===== config.mk =====
export PLATFORM = sky130hd
export DESIGN_NAME = mmio_timer_flat
export DESIGN_NICKNAME = d
export VERILOG_FILES = /design/src/rtl/mmio_timer_if.sv /design/src/rtl/mmio_timer.sv /design/src/flat_wrapper.sv
export SDC_FILE = /design/constraint.sdc
export NUM_CORES = 1
export LEC_CHECK = 0
export BUFFER_PORTS_ARGS = -buffer_cell sky130_fd_sc_hd__buf_2
export CAP_MARGIN = 20
export CELL_PAD_IN_SITES_DETAIL_PLACEMENT = 0
export CELL_PAD_IN_SITES_GLOBAL_PLACEMENT = 1
export CORE_MARGIN = 3
export CORE_UTILIZATION = 30
export CTS_CLUSTER_SIZE = 40
export DETAILED_ROUTE_END_ITERATION = 10
export GPL_ROUTABILITY_DRIVEN = 0
export HOLD_SLACK_MARGIN = 0.02
export PLACE_DENSITY_LB_ADDON = 0.1
export SLEW_MARGIN = 20
export SYNTH_ARGS = -nofsm -noshare
export SYNTH_HDL_FRONTEND = slang
export SYNTH_SLANG_ARGS = --single-unit

===== constraint.sdc =====
create_clock -name clk -period 2.5 [get_ports clk]
set_input_delay 0.125 -clock clk [delete_from_list [all_inputs] [get_ports clk]]
set_output_delay 0.125 -clock clk [all_outputs]
set_load 0.02 [all_outputs]

===== src/rtl/mmio_timer_if.sv =====
// mmio_timer_if: CPU data-memory bus bundle between the CPU (master) and the timer (slave).
// Latency: none; the interface only carries wires.
// Backpressure: none; the bus has no stall or ready, and every accepted access completes in one cycle.
// Signals:
//   enabler       - access strobe
//   write_enabler - 1 = write, 0 = read
//   addr          - byte address
//   select        - byte lanes for writes
//   data_input    - write data
//   data_output   - registered read data (driven by the timer)
//   hit           - combinational address decode (driven by the timer)
interface mmio_timer_if;
    logic        enabler;
    logic        write_enabler;
    logic [31:0] addr;
    logic [3:0]  select;
    logic [31:0] data_input;
    logic [31:0] data_output;
    logic        hit;

    modport master (
        output enabler,
        output write_enabler,
        output addr,
        output select,
        output data_input,
        input  data_output,
        input  hit
    );

    modport slave (
        input  enabler,
        input  write_enabler,
        input  addr,
        input  select,
        input  data_input,
        output data_output,
        output hit
    );
endinterface


===== src/rtl/mmio_timer.sv =====
// mmio_timer: memory-mapped down-counting timer with one-shot/periodic expiry, sticky status and level irq.
// Latency: writes take effect at the clock edge; read data is registered (1 cycle); irq is combinational from registers.
// Backpressure: none; every access with enabler & hit is accepted in the cycle it is presented.
//
// Ports:
//   clk  - system clock, rising edge
//   rst  - asynchronous active-low reset
//   bus  - mmio_timer_if.slave (enabler, write_enabler, addr, select, data_input -> data_output, hit)
//   irq  - level interrupt = STATUS.expired & CTRL.irq_en
//
// Register map (addr[3:2]): 0 CTRL {prescale[15:8], irq_en[2], auto_reload[1], run[0]},
//                           1 LOAD, 2 COUNT, 3 STATUS {expired[0], write-1-to-clear}.
// Build option: define MMIO_TIMER_PRESCALER_EN to add the 8-bit prescaler in CTRL[15:8];
//               without it CTRL[15:8] reads 0 and the timer ticks every cycle while running.
module mmio_timer #(
    parameter logic [31:0] BASE_ADDR = 32'h0000_1000,
    parameter int unsigned WIDTH     = 32
) (
    input  logic        clk,
    input  logic        rst,
    mmio_timer_if.slave bus,
    output logic        irq
);

    localparam logic [1:0] REG_CTRL   = 2'd0;
    localparam logic [1:0] REG_LOAD   = 2'd1;
    localparam logic [1:0] REG_COUNT  = 2'd2;
    localparam logic [1:0] REG_STATUS = 2'd3;

    // ------------------------------------------------------------------
    // Register state
    // ------------------------------------------------------------------
    logic             run_q;
    logic             auto_q;
    logic             irq_en_q;
    logic [WIDTH-1:0] load_q;
    logic [WIDTH-1:0] count_q;
    logic             expired_q;
    logic [31:0]      dout_q;

`ifdef MMIO_TIMER_PRESCALER_EN
    logic [7:0]       pre_q;     // prescale value P from CTRL[15:8]
    logic [7:0]       pcnt_q;    // cycles elapsed in the current prescale period
    logic [7:0]       pre_d;
    logic [7:0]       pcnt_d;
`endif

    logic             run_d;
    logic             auto_d;
    logic             irq_en_d;
    logic [WIDTH-1:0] load_d;
    logic [WIDTH-1:0] count_d;
    logic             expired_d;

    // ------------------------------------------------------------------
    // Bus decode
    // ------------------------------------------------------------------
    logic        access;
    logic        wr_acc;
    logic        rd_acc;
    logic [1:0]  reg_idx;
    logic        wr_ctrl;
    logic        wr_load;
    logic        wr_count;
    logic        wr_status;
    logic        w1c;
    logic [31:0] lane_mask;

    assign bus.hit   = (bus.addr[31:4] == BASE_ADDR[31:4]);
    assign access    = bus.enabler & bus.hit;
    assign wr_acc    = access & bus.write_enabler;
    assign rd_acc    = access & ~bus.write_enabler;
    assign reg_idx   = bus.addr[3:2];

    assign wr_ctrl   = wr_acc && (reg_idx == REG_CTRL);
    assign wr_load   = wr_acc && (reg_idx == REG_LOAD);
    assign wr_count  = wr_acc && (reg_idx == REG_COUNT);
    assign wr_status = wr_acc && (reg_idx == REG_STATUS);
    assign w1c       = wr_status & bus.select[0] & bus.data_input[0];

    assign lane_mask = {{8{bus.select[3]}}, {8{bus.select[2]}},
                        {8{bus.select[1]}}, {8{bus.select[0]}}};

    // Byte addr[1:0] is deliberately ignored: every access is a word access.
    logic unused_addr_bits;
    assign unused_addr_bits = ^bus.addr[1:0];

    // Merge write data into an existing 32-bit view, one byte lane at a time.
    function automatic logic [31:0] lane_merge(input logic [31:0] old_val,
                                               input logic [31:0] new_val,
                                               input logic [31:0] mask);
        lane_merge = (old_val & ~mask) | (new_val & mask);
    endfunction

    logic [31:0] load_ext;
    logic [31:0] count_ext;
    logic [31:0] load_merged;
    logic [31:0] count_merged;

    assign load_ext     = 32'(load_q);
    assign count_ext    = 32'(count_q);
    assign load_merged  = lane_merge(load_ext, bus.data_input, lane_mask);
    assign count_merged = lane_merge(count_ext, bus.data_input, lane_mask);

    // ------------------------------------------------------------------
    // Tick generation
    // ------------------------------------------------------------------
    logic tick;
    logic tick_eff;
    logic expire_evt;

`ifdef MMIO_TIMER_PRESCALER_EN
    assign tick = run_q && (pcnt_q == pre_q);

    // The prescale phase restarts whenever the timer is stopped or software
    // rewrites CTRL/COUNT, so a fresh start always waits a full P+1 cycles.
    always_comb begin
        pcnt_d = pcnt_q;
        if (!run_q || wr_ctrl || wr_count) begin
            pcnt_d = 8'd0;
        end else if (pcnt_q == pre_q) begin
            pcnt_d = 8'd0;
        end else begin
            pcnt_d = pcnt_q + 8'd1;
        end
    end
`else
    assign tick = run_q;
`endif

    // A CPU write to COUNT swallows a coincident tick entirely, including
    // any expiry it would have produced.
    assign tick_eff   = tick & ~wr_count;
    assign expire_evt = tick_eff && (count_q == '0);

    // ------------------------------------------------------------------
    // Next-state logic
    // ------------------------------------------------------------------
    always_comb begin
        run_d     = run_q;
        auto_d    = auto_q;
        irq_en_d  = irq_en_q;
        load_d    = load_q;
        count_d   = count_q;
`ifdef MMIO_TIMER_PRESCALER_EN
        pre_d     = pre_q;
`endif

        // Timer progress first, so CPU writes below override it.
        if (tick_eff) begin
            if (count_q != '0) begin
                count_d = count_q - 1'b1;
            end else if (auto_q) begin
                count_d = load_q;
            end else begin
                run_d = 1'b0;
            end
        end

        if (wr_ctrl && bus.select[0]) begin
            run_d    = bus.data_input[0];
            auto_d   = bus.data_input[1];
            irq_en_d = bus.data_input[2];
        end
`ifdef MMIO_TIMER_PRESCALER_EN
        if (wr_ctrl && bus.select[1]) begin
            pre_d = bus.data_input[15:8];
        end
`endif
        if (wr_load) begin
            load_d = load_merged[WIDTH-1:0];
        end
        if (wr_count) begin
            count_d = count_merged[WIDTH-1:0];
        end

        // Set beats clear so an expiry is never lost to a racing W1C.
        expired_d = (expired_q & ~w1c) | expire_evt;
    end

    // ------------------------------------------------------------------
    // Read mux (pre-update register values)
    // ------------------------------------------------------------------
    logic [31:0] rdata;

    always_comb begin
        rdata = 32'd0;
        case (reg_idx)
            REG_CTRL: begin
                rdata[0] = run_q;
                rdata[1] = auto_q;
                rdata[2] = irq_en_q;
`ifdef MMIO_TIMER_PRESCALER_EN
                rdata[15:8] = pre_q;
`endif
            end
            REG_LOAD:   rdata = load_ext;
            REG_COUNT:  rdata = count_ext;
            REG_STATUS: rdata[0] = expired_q;
            default:    rdata = 32'd0;
        endcase
    end

    // ------------------------------------------------------------------
    // State registers
    // ------------------------------------------------------------------
    always_ff @(posedge clk or negedge rst) begin
        if (!rst) begin
            run_q     <= 1'b0;
            auto_q    <= 1'b0;
            irq_en_q  <= 1'b0;
            load_q    <= '0;
            count_q   <= '0;
            expired_q <= 1'b0;
            dout_q    <= 32'd0;
`ifdef MMIO_TIMER_PRESCALER_EN
            pre_q     <= 8'd0;
            pcnt_q    <= 8'd0;
`endif
        end else begin
            run_q     <= run_d;
            auto_q    <= auto_d;
            irq_en_q  <= irq_en_d;
            load_q    <= load_d;
            count_q   <= count_d;
            expired_q <= expired_d;
`ifdef MMIO_TIMER_PRESCALER_EN
            pre_q     <= pre_d;
            pcnt_q    <= pcnt_d;
`endif
            // Read data only changes on an accepted read; otherwise it holds.
            if (rd_acc) begin
                dout_q <= rdata;
            end
        end
    end

    assign bus.data_output = dout_q;
    assign irq             = expired_q & irq_en_q;

endmodule

===== src/flat_wrapper.sv =====
// flat-port wrapper written by rule: the top's interface ports become plain ports
module mmio_timer_flat 
#(
    parameter logic [31:0] BASE_ADDR = 32'h0000_1000,
    parameter int unsigned WIDTH     = 32
)
  (clk, rst, irq, bus_enabler, bus_write_enabler, bus_addr, bus_select, bus_data_input, bus_data_output, bus_hit);
  mmio_timer_if bus_i ();
  input  logic clk;
  input  logic rst;
  output logic irq;
  input wire logic [$bits(bus_i.enabler)-1:0] bus_enabler;
  input wire logic [$bits(bus_i.write_enabler)-1:0] bus_write_enabler;
  input wire logic [$bits(bus_i.addr)-1:0] bus_addr;
  input wire logic [$bits(bus_i.select)-1:0] bus_select;
  input wire logic [$bits(bus_i.data_input)-1:0] bus_data_input;
  output wire logic [$bits(bus_i.data_output)-1:0] bus_data_output;
  output wire logic [$bits(bus_i.hit)-1:0] bus_hit;
  assign bus_i.enabler = bus_enabler;
  assign bus_i.write_enabler = bus_write_enabler;
  assign bus_i.addr = bus_addr;
  assign bus_i.select = bus_select;
  assign bus_i.data_input = bus_data_input;
  assign bus_data_output = bus_i.data_output;
  assign bus_hit = bus_i.hit;
  mmio_timer #(.BASE_ADDR(BASE_ADDR), .WIDTH(WIDTH)) u_core (.clk(clk), .rst(rst), .bus(bus_i), .irq(irq));
endmodule

==> results <==
- The run finished with clean final reports.
- Global routing consumed, over all layers together, roughly 18% of the routing resources.
- The register area is between 2000 and 3000 µm².
- The number of buffers added by the clock tree synthesis step is 9.
- In this run the vertical extent of the chip is 142.2 µm.
- The number of hold-slack violations in the final timing report was 0.
- Counting tap cells, the placed design contains a total of between 900 and 1000 instances.
- The number of slew-limit violations in the final report was 0.
- The worst-case IR drop observed on VDD is 0.0003059 V.
- The floorplan has 49 rows.
- Prior to clock tree synthesis, the placed netlist has a worst setup slack of just under 0.06 ns.
- The worst path needs 2.360 ns of the cycle, external delays included.
- The endpoint required time on the critical path is 2.73 ns.
- The number of maximum-capacitance violations is 0.
- The final critical path takes up 94.39% of the cycle.
- The core region is 18090 µm².
- In this run, synthesis inferred 0 flip-flops with an integrated enable.
- The layout cell share with drive strength beyond 1 is about a third.
- In this run the worst path has a maximum fanout of 10.
- Clock tree synthesis selected as its root buffer the cell sky130_fd_sc_hd__clkbuf_16.
- The post-synthesis async set-or-reset flop share is between 90% and 100%.
- Summing the sequential cell areas from Yosys gives 44.95% of the chip area.
- The detailed-route vias per instance is 5.274.
- The die is 142.2 µm wide.
- In this run the mean area of a mapped cell was 10.01 µm².
- For the final routed database, the setup TNS stands at 0 ns.
- The residual DRC count is 0.
- The detailed router placed slightly below 5000 vias in this run.
- In this run the worst hold path is classified as primary input to flip-flop.
- The worst hold slack after final layout is 0.02998 ns.
- The number of clock sinks is 100.
- The final total power is 3.146 mW.
- In this run the power density over the cells is around 440 nW/µm².
- In the final routed layout, each cell accounts on average for 18.49 µm.
- The synthesized design contains 100 register bits.
- Once layout is complete, the cells apart from fillers number roughly 940.
- The clock tree from TritonCTS is done.
- The analysis attributes to cell leakage a power of around 3.5 nW.
- The final setup violation count is 0.
- The first-iteration detailed-routing DRC count is 281.
- The most common library cell in the layout ignoring fill and taps is sky130_fd_sc_hd__buf_2.
- Summing all multi-input logic gate instances after layout gives between 2000 and 3000 µm².
- Among all flip-flop cells after synthesis, the most frequent one is sky130_fd_sc_hd__dfrtp_1.
- Once the floorplan was initialized, standard cells occupied between 30% and 40% of the core.
- The worst clock skew is 0.007517 ns.
- Measured on the finished design, the core utilization comes to 39.63%.
- During synthesis, Yosys emitted a total of 0 warnings.
- Entering global routing, the biggest net connects 66 pins.
- The final wirelength is approximately 17 mm.
- The startpoint kind of the worst setup timing path is a flip-flop.
- The clock tree synthesis step divided the H-tree into 3 levels.
- The first global-routing pass estimated roughly 28 mm of wire.
- Data on the critical path arrives at its endpoint at ~2.6 ns.
- The number of global-route vias before repair came to roughly 5100.
- The relative slew slack is between 40% and 50%.
- The number of input and output port buffers inserted is 103.
- The kind of end point of the critical path is a flip-flop.
- At the pin with the least slew margin, the transition time is roughly 0.88 ns.
- Summing every instance area after synthesis gives 5567 µm².
- The number of antenna violations at the first check in global routing came to 0.
- The final non-filler cell area is 7167 µm².
- The antenna violation net count after detailed routing is 0.
- The number of detailed-routing iterations run before antenna repair is 5.
- The area of the die is 20230 µm².
- After filler insertion, the fill cell instance count of the layout stands at ~1800.
- The worst path setup slack after routing is 0.1401 ns.
- The total overflow reported by the global router is 0.
- The estimated wirelength of the detail-placed design is between 10 and 15 mm.
- The fmax is about 420 MHz.
- The final net count is 789.
- Once placement finished, the instance area stood at slightly below 7000 µm².
- The setup path with the least slack is of type flip-flop to flip-flop.
- In the layout the commonest cells are 102 x sky130_fd_sc_hd__buf_2, 100 x sky130_fd_sc_hd__dfrtp_1, 60 x sky130_fd_sc_hd__buf_4.
- The net count after synthesis is 636.
- The clock-pin transition on the worst setup and hold timing paths is 0.07 ns.
- The total I/O pin count is around 110.
- The largest buffer count on any clock path is 2.
- The gate count of the mapped netlist is 556.
- The area growth from synthesis to layout is 28.75%.
- The repair_antennas step left the layout with diodes totalling 0.
- The clock latency of the later-clocked register in the worst-skew pair is 0.35 ns.
- The count of different cell masters after synthesis is 58.
## critical path: stages (launching register included)
cell                      delay (ns)
sky130_fd_sc_hd__dfrtp_1        0.44
sky130_fd_sc_hd__nor4_2         0.35
sky130_fd_sc_hd__nand2_1        0.16
sky130_fd_sc_hd__buf_4          0.18
sky130_fd_sc_hd__nor4_4         0.42
sky130_fd_sc_hd__a21o_4         0.23
sky130_fd_sc_hd__buf_12         0.14
sky130_fd_sc_hd__a21oi_1        0.04
sky130_fd_sc_hd__a221o_1        0.26
## metal layers
metal	vias to the layer above	wire [µm]	GRT usage (%)
met1	2417	8588	25.96
met4	0	175	4.545
met3	12	851	2.419
li1	2384	-	-
met2	155	7806	27.53
met5	-	0	0
## kinds of logic (layout without fill, tap and decap cells)
| family | Yosys count | after routing | synth area share (%) |
|---|---|---|---|
| simple gates | 162 | 162 | 16.23 |
| flops | 100 | 100 | 44.95 |
| xor+xnor | 24 | 24 | 3.776 |
| fa+ha+maj | 8 | 8 | 1.798 |
| buf+inv | 69 | 226 | 5.102 |
| mux | 45 | 45 | 8.879 |
| compound gates | 148 | 148 | 19.26 |
## timing repair
action / in CTS / in global routing
hold buffers: 10 / 0
resized for setup: 0 / 9
hold endpoints to repair: 74 / 0
setup endpoints to repair: 0 / 29
setup buffers: 0 / 0
## path summary, 6_finish.rpt
check	startpoint	endpoint	slack [ns]	cells past startpoint
max	flip-flop	flip-flop	0.14	8
min	bus_data_input[25]	flip-flop	0.03	2
max reg2reg	flip-flop	flip-flop	0.14	8
min reg2reg	u_core.bus.data_output[0]	u_core.bus.data_output[0]	0.49	2
max in group asynchronous	rst	async pin	1.34	3
min in group asynchronous	rst	u_core.bus.data_output[14]	0.45	2
## Yosys cell counts (2+ instances only)
cell type / count / share of area, %
sky130_fd_sc_hd__o22ai_1: 4 / 0.45
sky130_fd_sc_hd__a222oi_1: 3 / 0.54
sky130_fd_sc_hd__nand4_1: 5 / 0.56
sky130_fd_sc_hd__nor4b_1: 2 / 0.31
sky130_fd_sc_hd__nor3_1: 11 / 0.99
sky130_fd_sc_hd__a22o_1: 29 / 4.6
sky130_fd_sc_hd__a2bb2oi_1: 5 / 0.79
sky130_fd_sc_hd__o31ai_1: 3 / 0.40
sky130_fd_sc_hd__xor2_1: 17 / 2.7
sky130_fd_sc_hd__nor4_1: 16 / 1.8
sky130_fd_sc_hd__or2_2: 2 / 0.22
sky130_fd_sc_hd__xnor2_1: 7 / 1.1
sky130_fd_sc_hd__a221o_1: 11 / 2.0
sky130_fd_sc_hd__o211ai_1: 11 / 1.5
sky130_fd_sc_hd__and2_1: 3 / 0.34
sky130_fd_sc_hd__nor3_2: 2 / 0.36
sky130_fd_sc_hd__or4_1: 3 / 0.40
sky130_fd_sc_hd__inv_1: 35 / 2.4
sky130_fd_sc_hd__o21ai_0: 52 / 4.7
sky130_fd_sc_hd__mux2_2: 34 / 6.9
sky130_fd_sc_hd__o211a_1: 2 / 0.36
sky130_fd_sc_hd__or3_1: 5 / 0.56
sky130_fd_sc_hd__buf_2: 10 / 0.90
sky130_fd_sc_hd__a211oi_1: 9 / 1.2
sky130_fd_sc_hd__dfrtp_1: 100 / 45
sky130_fd_sc_hd__nor2_1: 27 / 1.8
sky130_fd_sc_hd__mux2i_1: 10 / 1.8
sky130_fd_sc_hd__nor4_4: 3 / 1.1
sky130_fd_sc_hd__o221a_2: 2 / 0.40
sky130_fd_sc_hd__nand3b_1: 2 / 0.27
sky130_fd_sc_hd__nand2_1: 25 / 1.7
sky130_fd_sc_hd__clkbuf_1: 21 / 1.4
sky130_fd_sc_hd__a21oi_1: 5 / 0.45
sky130_fd_sc_hd__ha_1: 8 / 1.8
sky130_fd_sc_hd__nand3_1: 46 / 4.1
sky130_fd_sc_hd__o221ai_1: 4 / 0.63
## where the power goes
part,internal [mW],switching (mW)
Sequential,1.62,0.0000000361
Combinational,0.0645,0.116
Clock,0.723,0.626
## final cells by class
| class | instances | share of cell area (%) |
|---|---|---|
| sequential | 100 | 34.92 |
| multi-input combinational | 387 | 39.56 |
| timing repair buffer | 176 | 15.92 |
| clock inverter | 2 | 0.1397 |
| inverter | 35 | 1.833 |
| clock buffer | 13 | 3.631 |
| tap | 229 | 3.998 |
(Power assumes the default switching activity.)
